## src/rtl/csrng_pkg.sv

```systemverilog
// csrng_pkg: shared sizes, command codes and state write-back payload for CSRNG
package csrng_pkg;
    parameter int StateId = 4;
    parameter int BlkLen = 128;
    parameter int KeyLen = 256;
    parameter int CtrLen = 32;
    parameter int Cmd = 3;
    parameter int CsrngStateWrFifoDepth = 2;
    typedef enum logic [Cmd-1:0] {
        INV = 3'd0,
        INS = 3'd1,
        RES = 3'd2,
        GEN = 3'd3,
        UPD = 3'd4,
        UNI = 3'd5
    } acmd_e;
    typedef struct packed {
        logic               fips;
        logic [Cmd-1:0]     ccmd;
        logic [StateId-1:0] inst_id;
        logic [KeyLen-1:0]  key;
        logic [BlkLen-1:0]  v;
        logic [CtrLen-1:0]  res_ctr;
        logic               sts;
    } csrng_state_wr_t;
endpackage

```

## src/rtl/csrng_state_wr_fifo.sv

```systemverilog
// csrng_state_wr_fifo: 2-entry sync FIFO with clear (clk_i, rst_i, clr_i, write wvld_i/wdata_i/full_o, read rvld_o/rrdy_i/rdata_o)
module csrng_state_wr_fifo
    import csrng_pkg::*;
(
    input  logic            clk_i,
    input  logic            rst_i,
    input  logic            clr_i,
    input  logic            wvld_i,
    input  csrng_state_wr_t wdata_i,
    output logic            full_o,
    output logic            rvld_o,
    input  logic            rrdy_i,
    output csrng_state_wr_t rdata_o
);
    csrng_state_wr_t mem_q [CsrngStateWrFifoDepth];
    logic wptr_q, rptr_q, push, pop;
    logic [1:0] cnt_q;
    assign full_o = cnt_q == 2'(CsrngStateWrFifoDepth);
    assign rvld_o = cnt_q != 2'd0;
    assign push = wvld_i && !full_o;
    assign pop = rrdy_i && rvld_o;
    assign rdata_o = mem_q[rptr_q];
    always_ff @(posedge clk_i) begin
        if (rst_i || clr_i) begin
            mem_q <= '{default: '0};
            wptr_q <= 1'b0;
            rptr_q <= 1'b0;
            cnt_q <= 2'd0;
        end else begin
            if (push) begin
                mem_q[wptr_q] <= wdata_i;
                wptr_q <= !wptr_q;
            end
            if (pop) rptr_q <= !rptr_q;
            cnt_q <= cnt_q + 2'(push) - 2'(pop);
        end
    end
endmodule

```

## src/rtl/csrng_state_wr_arb.sv

```systemverilog
// csrng_state_wr_arb: round-robin merge of command (A) and generate (B) state write-backs into one registered state-db write port, with per-source saturating counters
module csrng_state_wr_arb
    import csrng_pkg::*;
(
    input  logic            clk_i,
    input  logic            rst_i,
    input  logic            enable_i,
    input  logic            a_vld_i,
    output logic            a_rdy_o,
    input  csrng_state_wr_t a_data_i,
    input  logic            b_vld_i,
    output logic            b_rdy_o,
    input  csrng_state_wr_t b_data_i,
    output logic            wr_req_o,
    input  logic            wr_req_rdy_i,
    output csrng_state_wr_t wr_data_o,
    output logic            wr_src_o,
    output logic [7:0]      a_cnt_o,
    output logic [7:0]      b_cnt_o
);
    csrng_state_wr_t a_head, b_head;
    logic a_full, a_ne, b_full, b_ne, grant_b, load, hs, last_grant_q;
    assign a_rdy_o = enable_i && !rst_i && !a_full;
    assign b_rdy_o = enable_i && !rst_i && !b_full;
    assign hs = wr_req_o && wr_req_rdy_i;
    assign load = enable_i && (!wr_req_o || wr_req_rdy_i) && (a_ne || b_ne);
    // last_grant_q = 1 means B was served last, so A wins the next tie
    assign grant_b = b_ne && (!a_ne || !last_grant_q);
    csrng_state_wr_fifo u_fifo_a (
        .clk_i   (clk_i),
        .rst_i   (rst_i),
        .clr_i   (!enable_i),
        .wvld_i  (a_vld_i && a_rdy_o),
        .wdata_i (a_data_i),
        .full_o  (a_full),
        .rvld_o  (a_ne),
        .rrdy_i  (load && !grant_b),
        .rdata_o (a_head)
    );
    csrng_state_wr_fifo u_fifo_b (
        .clk_i   (clk_i),
        .rst_i   (rst_i),
        .clr_i   (!enable_i),
        .wvld_i  (b_vld_i && b_rdy_o),
        .wdata_i (b_data_i),
        .full_o  (b_full),
        .rvld_o  (b_ne),
        .rrdy_i  (load && grant_b),
        .rdata_o (b_head)
    );
    always_ff @(posedge clk_i) begin
        if (rst_i || !enable_i) begin
            wr_req_o <= 1'b0;
            wr_data_o <= '0;
            wr_src_o <= 1'b0;
            last_grant_q <= 1'b1;
        end else if (load) begin
            wr_req_o <= 1'b1;
            wr_data_o <= grant_b ? b_head : a_head;
            wr_src_o <= grant_b;
            last_grant_q <= grant_b;
        end else if (hs) begin
            wr_req_o <= 1'b0;
        end
    end
    always_ff @(posedge clk_i) begin
        if (rst_i) begin
            a_cnt_o <= 8'd0;
            b_cnt_o <= 8'd0;
        end else if (enable_i && hs) begin
            a_cnt_o <= a_cnt_o + 8'(!wr_src_o && a_cnt_o != 8'hFF);
            b_cnt_o <= b_cnt_o + 8'(wr_src_o && b_cnt_o != 8'hFF);
        end
    end
endmodule

```

## config.mk

```make
export PLATFORM = sky130hd
export DESIGN_NAME = csrng_state_wr_arb
export DESIGN_NICKNAME = d
export VERILOG_FILES = /design/src/rtl/csrng_pkg.sv /design/src/rtl/csrng_state_wr_fifo.sv /design/src/rtl/csrng_state_wr_arb.sv
export SDC_FILE = /design/constraint.sdc
export NUM_CORES = 2
export LEC_CHECK = 0
export CAP_MARGIN = 15
export CORE_AREA = 2 2 514 516
export CTS_CLUSTER_DIAMETER = 50
export DETAILED_ROUTE_END_ITERATION = 10
export DIE_AREA = 0 0 516 518
export PLACE_DENSITY = 0.62
export SLEW_MARGIN = 20
export SYNTH_ARGS = -nofsm -noshare
export SYNTH_HDL_FRONTEND = slang
export SYNTH_SLANG_ARGS = --single-unit
export TNS_END_PERCENT = 5
```

## constraint.sdc

```tcl
create_clock -name clk_i -period 3.8 [get_ports clk_i]
set_input_delay 0.95 -clock clk_i [delete_from_list [all_inputs] [get_ports clk_i]]
set_output_delay 0.95 -clock clk_i [all_outputs]
set_load 0.005 [all_outputs]
```

# After elaboration in Yosys (flattened, before gate mapping)
# Index checks and enable logic that the tools add are counted.
# word_totals
regBits	2152
wordCells	121
in_bits	856
out_inout_bits	445
# op_classes
order_cmp	6
addsub	6
eq_ne	4
muxes	15
n_reduce_logical	40
bitwise_logic	4
# op_table
cell	count
$mux W425	9
$bwmux W850	2
$demux W425 S1	2
$logic_and A1 B1 Y1	20
$add A8 B1 Y8	2
$ne A8 B8 Y1 const B	2
$logic_not A1 Y1	13
$ge A2 B2 Y1 const B	4
$not A1 Y2	4
$reduce_bool A2 Y1	3
$add A2 B1 Y2	2
$eq A2 B2 Y1 const B	2
$logic_or A1 B1 Y1	4
$lt A2 B1 Y1 const B	2
$sub A2 B1 Y2	2
$mux W1	2

# Depth between registers and ports, before layout
# logic_depth
ltp_word	8
ltp_mapped	10

# By module
# Synthesis repeated with hierarchy kept, for this count alone.
# unflattened
hier_cells	8957
hier_area_um2	91601.6
# by_module_without_submodules
module	area_each_um2	n_inst	cells_per_inst	seq_area_each_um2
csrng_state_wr_fifo	37065.5	2	3713	17096.4
csrng_state_wr_arb	17470.5	1	1531	8888.5

# Worst setup path after synthesis
# Ideal clock, no wire load.
# synth_timing
kind	input to output
start	input port rst_i
end	output port a_rdy_o
required_time_ns	2.850
path_slack_ns	0.767
stages	7
t_arrival_ns	2.083
path_buffers	5
cell_sequence	buf_4 -> nand2b_1 -> buf_2 -> buf_4 -> clkbuf_1 -> buf_1 -> nor2_1
# synth_between
elab_chain_cells	3
# synth_rtl
item	line	source
start, declared	csrng_state_wr_arb.sv:6	input logic rst_i,
$logic_not A1 Y1	csrng_state_wr_arb.sv:23	assign a_rdy_o = enable_i && !rst_i && !a_full;
$logic_and A1 B1 Y1 (2 in a row)	csrng_state_wr_arb.sv:23	
end, declared	csrng_state_wr_arb.sv:9	output logic a_rdy_o,
# Every way passes these cells.

# Worst setup path after layout
# layout_timing
start	input port enable_i
end	output port a_rdy_o
# layout_between
elab_chain_cells	2
# layout_rtl
item	line	source
start, declared	csrng_state_wr_arb.sv:7	input logic enable_i,
$logic_and A1 B1 Y1 (2 in a row)	csrng_state_wr_arb.sv:23	
# Every way passes these cells.

==> reports/qor.csv <==
metric,value,unit
outcome,"finished, violations left",
violations,design-rule violations,
fin_crit_sh,90.10,%
fin_setup_tns,0,ns
start_util,32.28,%
worstSetupPathType,input port to output port,
gp_congestion,0.8954,
syn_avg_cell_area,8.507,sq um
num_vias,76450,
nFillCells,25830,
startpoint_type,input port,
numClockSinks,2152,
finalHoldViolCount,0,
cts_buffers,282,
drv_slew,0,
multi_input_area,37490,sq um
syn_area,84440,sq um
routed_wl,336800,um
fmax,0.2921,GHz
use_met2,37.48,%
met3_usage,7.189,%
grtUsageMet1,29.34,%
grt-busiest-layer,met2,
cts_root_buf,clkbuf_16,
synth_ff_type,dfxtp_1,
path_clk_slew,0.05,ns
yosys_warnings,0,
grt_pass1_wl,483600,um
p_leak,36.97,nW
dp_cells,14160,
cts_setup_buffers,0,
setup_viol,0,
synth.net_count,10790,
antenna_left,0,
required,2.85,ns
cp_num_buf_inv,2,
synth_most_common_cell,nand2_1,
cpLargestDelayFamily,buffers and inverters,
synth_common_cells,"nand2_1 (3,415), dfxtp_1 (2,152), a21oi_1 (1,711)",
timing.critical_path.mode_cell,clkdlybuf4s50_1,
synth-async-reset-ratio,0,%
clock_skew,0.06332,ns
drt-vias-per-instance,5.191,
rows,188,
ys_seq_area_share,51.02,%
power.density,470.6,nW/um^2
crit_path_max_incr_delay,0.69,ns
place_hpwl,232400,um
ctsHoldBuffers,0,
ir_drop,0.3208,mV
first_global_vias,71000,
h-tree-depth,5,
stdcell_count,14730,
synth-edff-count,0,
clkLatencyLatePin,0.83,ns
worst_path_max_delay_cell,clkdlybuf4s50_1,
drt_pass1_iterations,11,
end_kind,output port,
cts_buffer_depth,4,
areaGrowthSynthToFinish,31.19,%
coreArea,261600,sq um
drive_gt1_share,14.19,%
final_nets,11800,
grt_antenna_before_repair,132,
port_buffers,1300,
synth.area.top_cells,"dfxtp_1 (51%), nand2_1 (15%), mux2_2 (11%), a21oi_1 (10%), a222oi_1 (5.0%)",
die-area,267300,sq um
period_needed,3.424,ns
post-route-util,42.35,%
path_cells,clkdlybuf4s50_1 > nand2b_4 > nor2_1 > clkdlybuf4s50_1,
track_usage,23.78,%
ys_ff_latch,2152,
rsz0062_at_grt,no,
max-cap-violations,0,
ys_types,33,
synth_top_area_share,51.02,%
wire_per_inst,22.87,um
seqCellArea,43090,sq um
drtIter0Drc,8474,
hold_path_class,flip-flop to flip-flop,
synth_cells,9926,
gr-total-overflow,0,
ios,1301,
remaining_drc_errors,5,
hold_slack,0.4480,ns
cp.arrival,2.47,ns
cts_tree,built,
dieWidth,516,um
cts_resized,0,
grt_max_degree,195,
yosys.area.top_type,dfxtp_1,
fp.dieH,518,um
crit_path_max_fanout,10,
max-slew-margin-rel,25.58,%
tightest_slew,1.116,ns
==> cells in the final DEF (no fill, tap or decap), drive strengths merged, types with 19 or more instances in the layout <==
| cell type | count |
|---|---|
| clkbuf | 361 |
| dfxtp | 2152 |
| nor2 | 444 |
| clkdlybuf4s50 | 1300 |
| mux2 | 850 |
| buf | 278 |
| clkinvlp | 20 |
| inv | 33 |
| diode | 82 |
| nand2 | 3415 |
| bufinv | 19 |
| a21oi | 1711 |
| clkinv | 49 |
| a222oi | 425 |
==> sequential cells by signal, indices dropped and copies added (netlist names) <==
| signal | cells |
|---|---|
| u_fifo_b.wptr_q | 1 |
| wr_src_o | 1 |
| u_fifo_a.mem_q | 850 |
| last_grant_q | 1 |
| u_fifo_a.cnt_q | 2 |
| u_fifo_a.rptr_q | 1 |
| wr_data_o | 425 |
| a_cnt_o | 8 |
| wr_req_o | 1 |
| u_fifo_b.rptr_q | 1 |
| u_fifo_b.cnt_q | 2 |
| u_fifo_b.mem_q | 850 |
| b_cnt_o | 8 |
| u_fifo_a.wptr_q | 1 |
==> kinds of logic after synthesis <==
logic type | count (synthesis) | share of synthesized area (%)
buf+inv | 857 | 4.644
flops | 2152 | 51.02
fa+ha+maj | 8 | 0.1185
mux | 850 | 11.34
xor+xnor | 16 | 0.1660
simple gates | 3900 | 17.48
compound gates | 2143 | 15.24
==> worst min-delay path, stage by stage (launching register included) <==
cell and delay (ns):
dfxtp_1 0.30, nand2_1 0.05, a21oi_1 0.05
==> report_power, final <==
part | internal (mW) | total (mW) | switching [mW]
clock | 16.0 | 26.6 | 10.6
sequential | 22.7 | 22.8 | 0.0720
combinational | 1.22 | 2.77 | 1.55
==> metal layers <==
metal / wire, um / part of all wire (%)
met5: 704 / 0.21
met4: 15810 / 4.7
met3: 32300 / 9.6
met2: 153400 / 46
met1: 134500 / 40
==> metrics by stage <==
stage / area (sq um) / setup WS, ns / total power, mW
final: 110800 / 0.3762 / 52.13
after global placement: 101400 / 0.3884 / 26.00
after global routing: 110700 / 0.3156 / 53.67
after CTS: 110600 / 0.3656 / 52.56
after floorplan: 84440 / 0.7667 / 24.32
after detailed placement: 101400 / 0.3538 / 26.00
==> final cells by class <==
cell class | instances | share of cell area (%)
clock inverters | 119 | 1.240
multi-input cells | 6917 | 33.84
flip-flops and latches | 2152 | 38.90
repair buffers | 1578 | 14.79
inverters | 2 | 0.006777
well taps | 3515 | 3.970
clock buffers | 361 | 7.069
diodes | 82 | 0.1852
==> final timing paths <==
kind | start | to | slack [ns] | depth (start not counted)
max | enable_i | a_rdy_o | 0.38 | 4
max reg2reg | u_fifo_b.cnt_q[1] | wr_data_o[12] | 1.47 | 6
min | u_fifo_b.mem_q[579] | u_fifo_b.mem_q[579] | 0.45 | 2
min reg2reg | u_fifo_b.mem_q[579] | u_fifo_b.mem_q[579] | 0.45 | 2
Power figures use the tool's default switching activity.
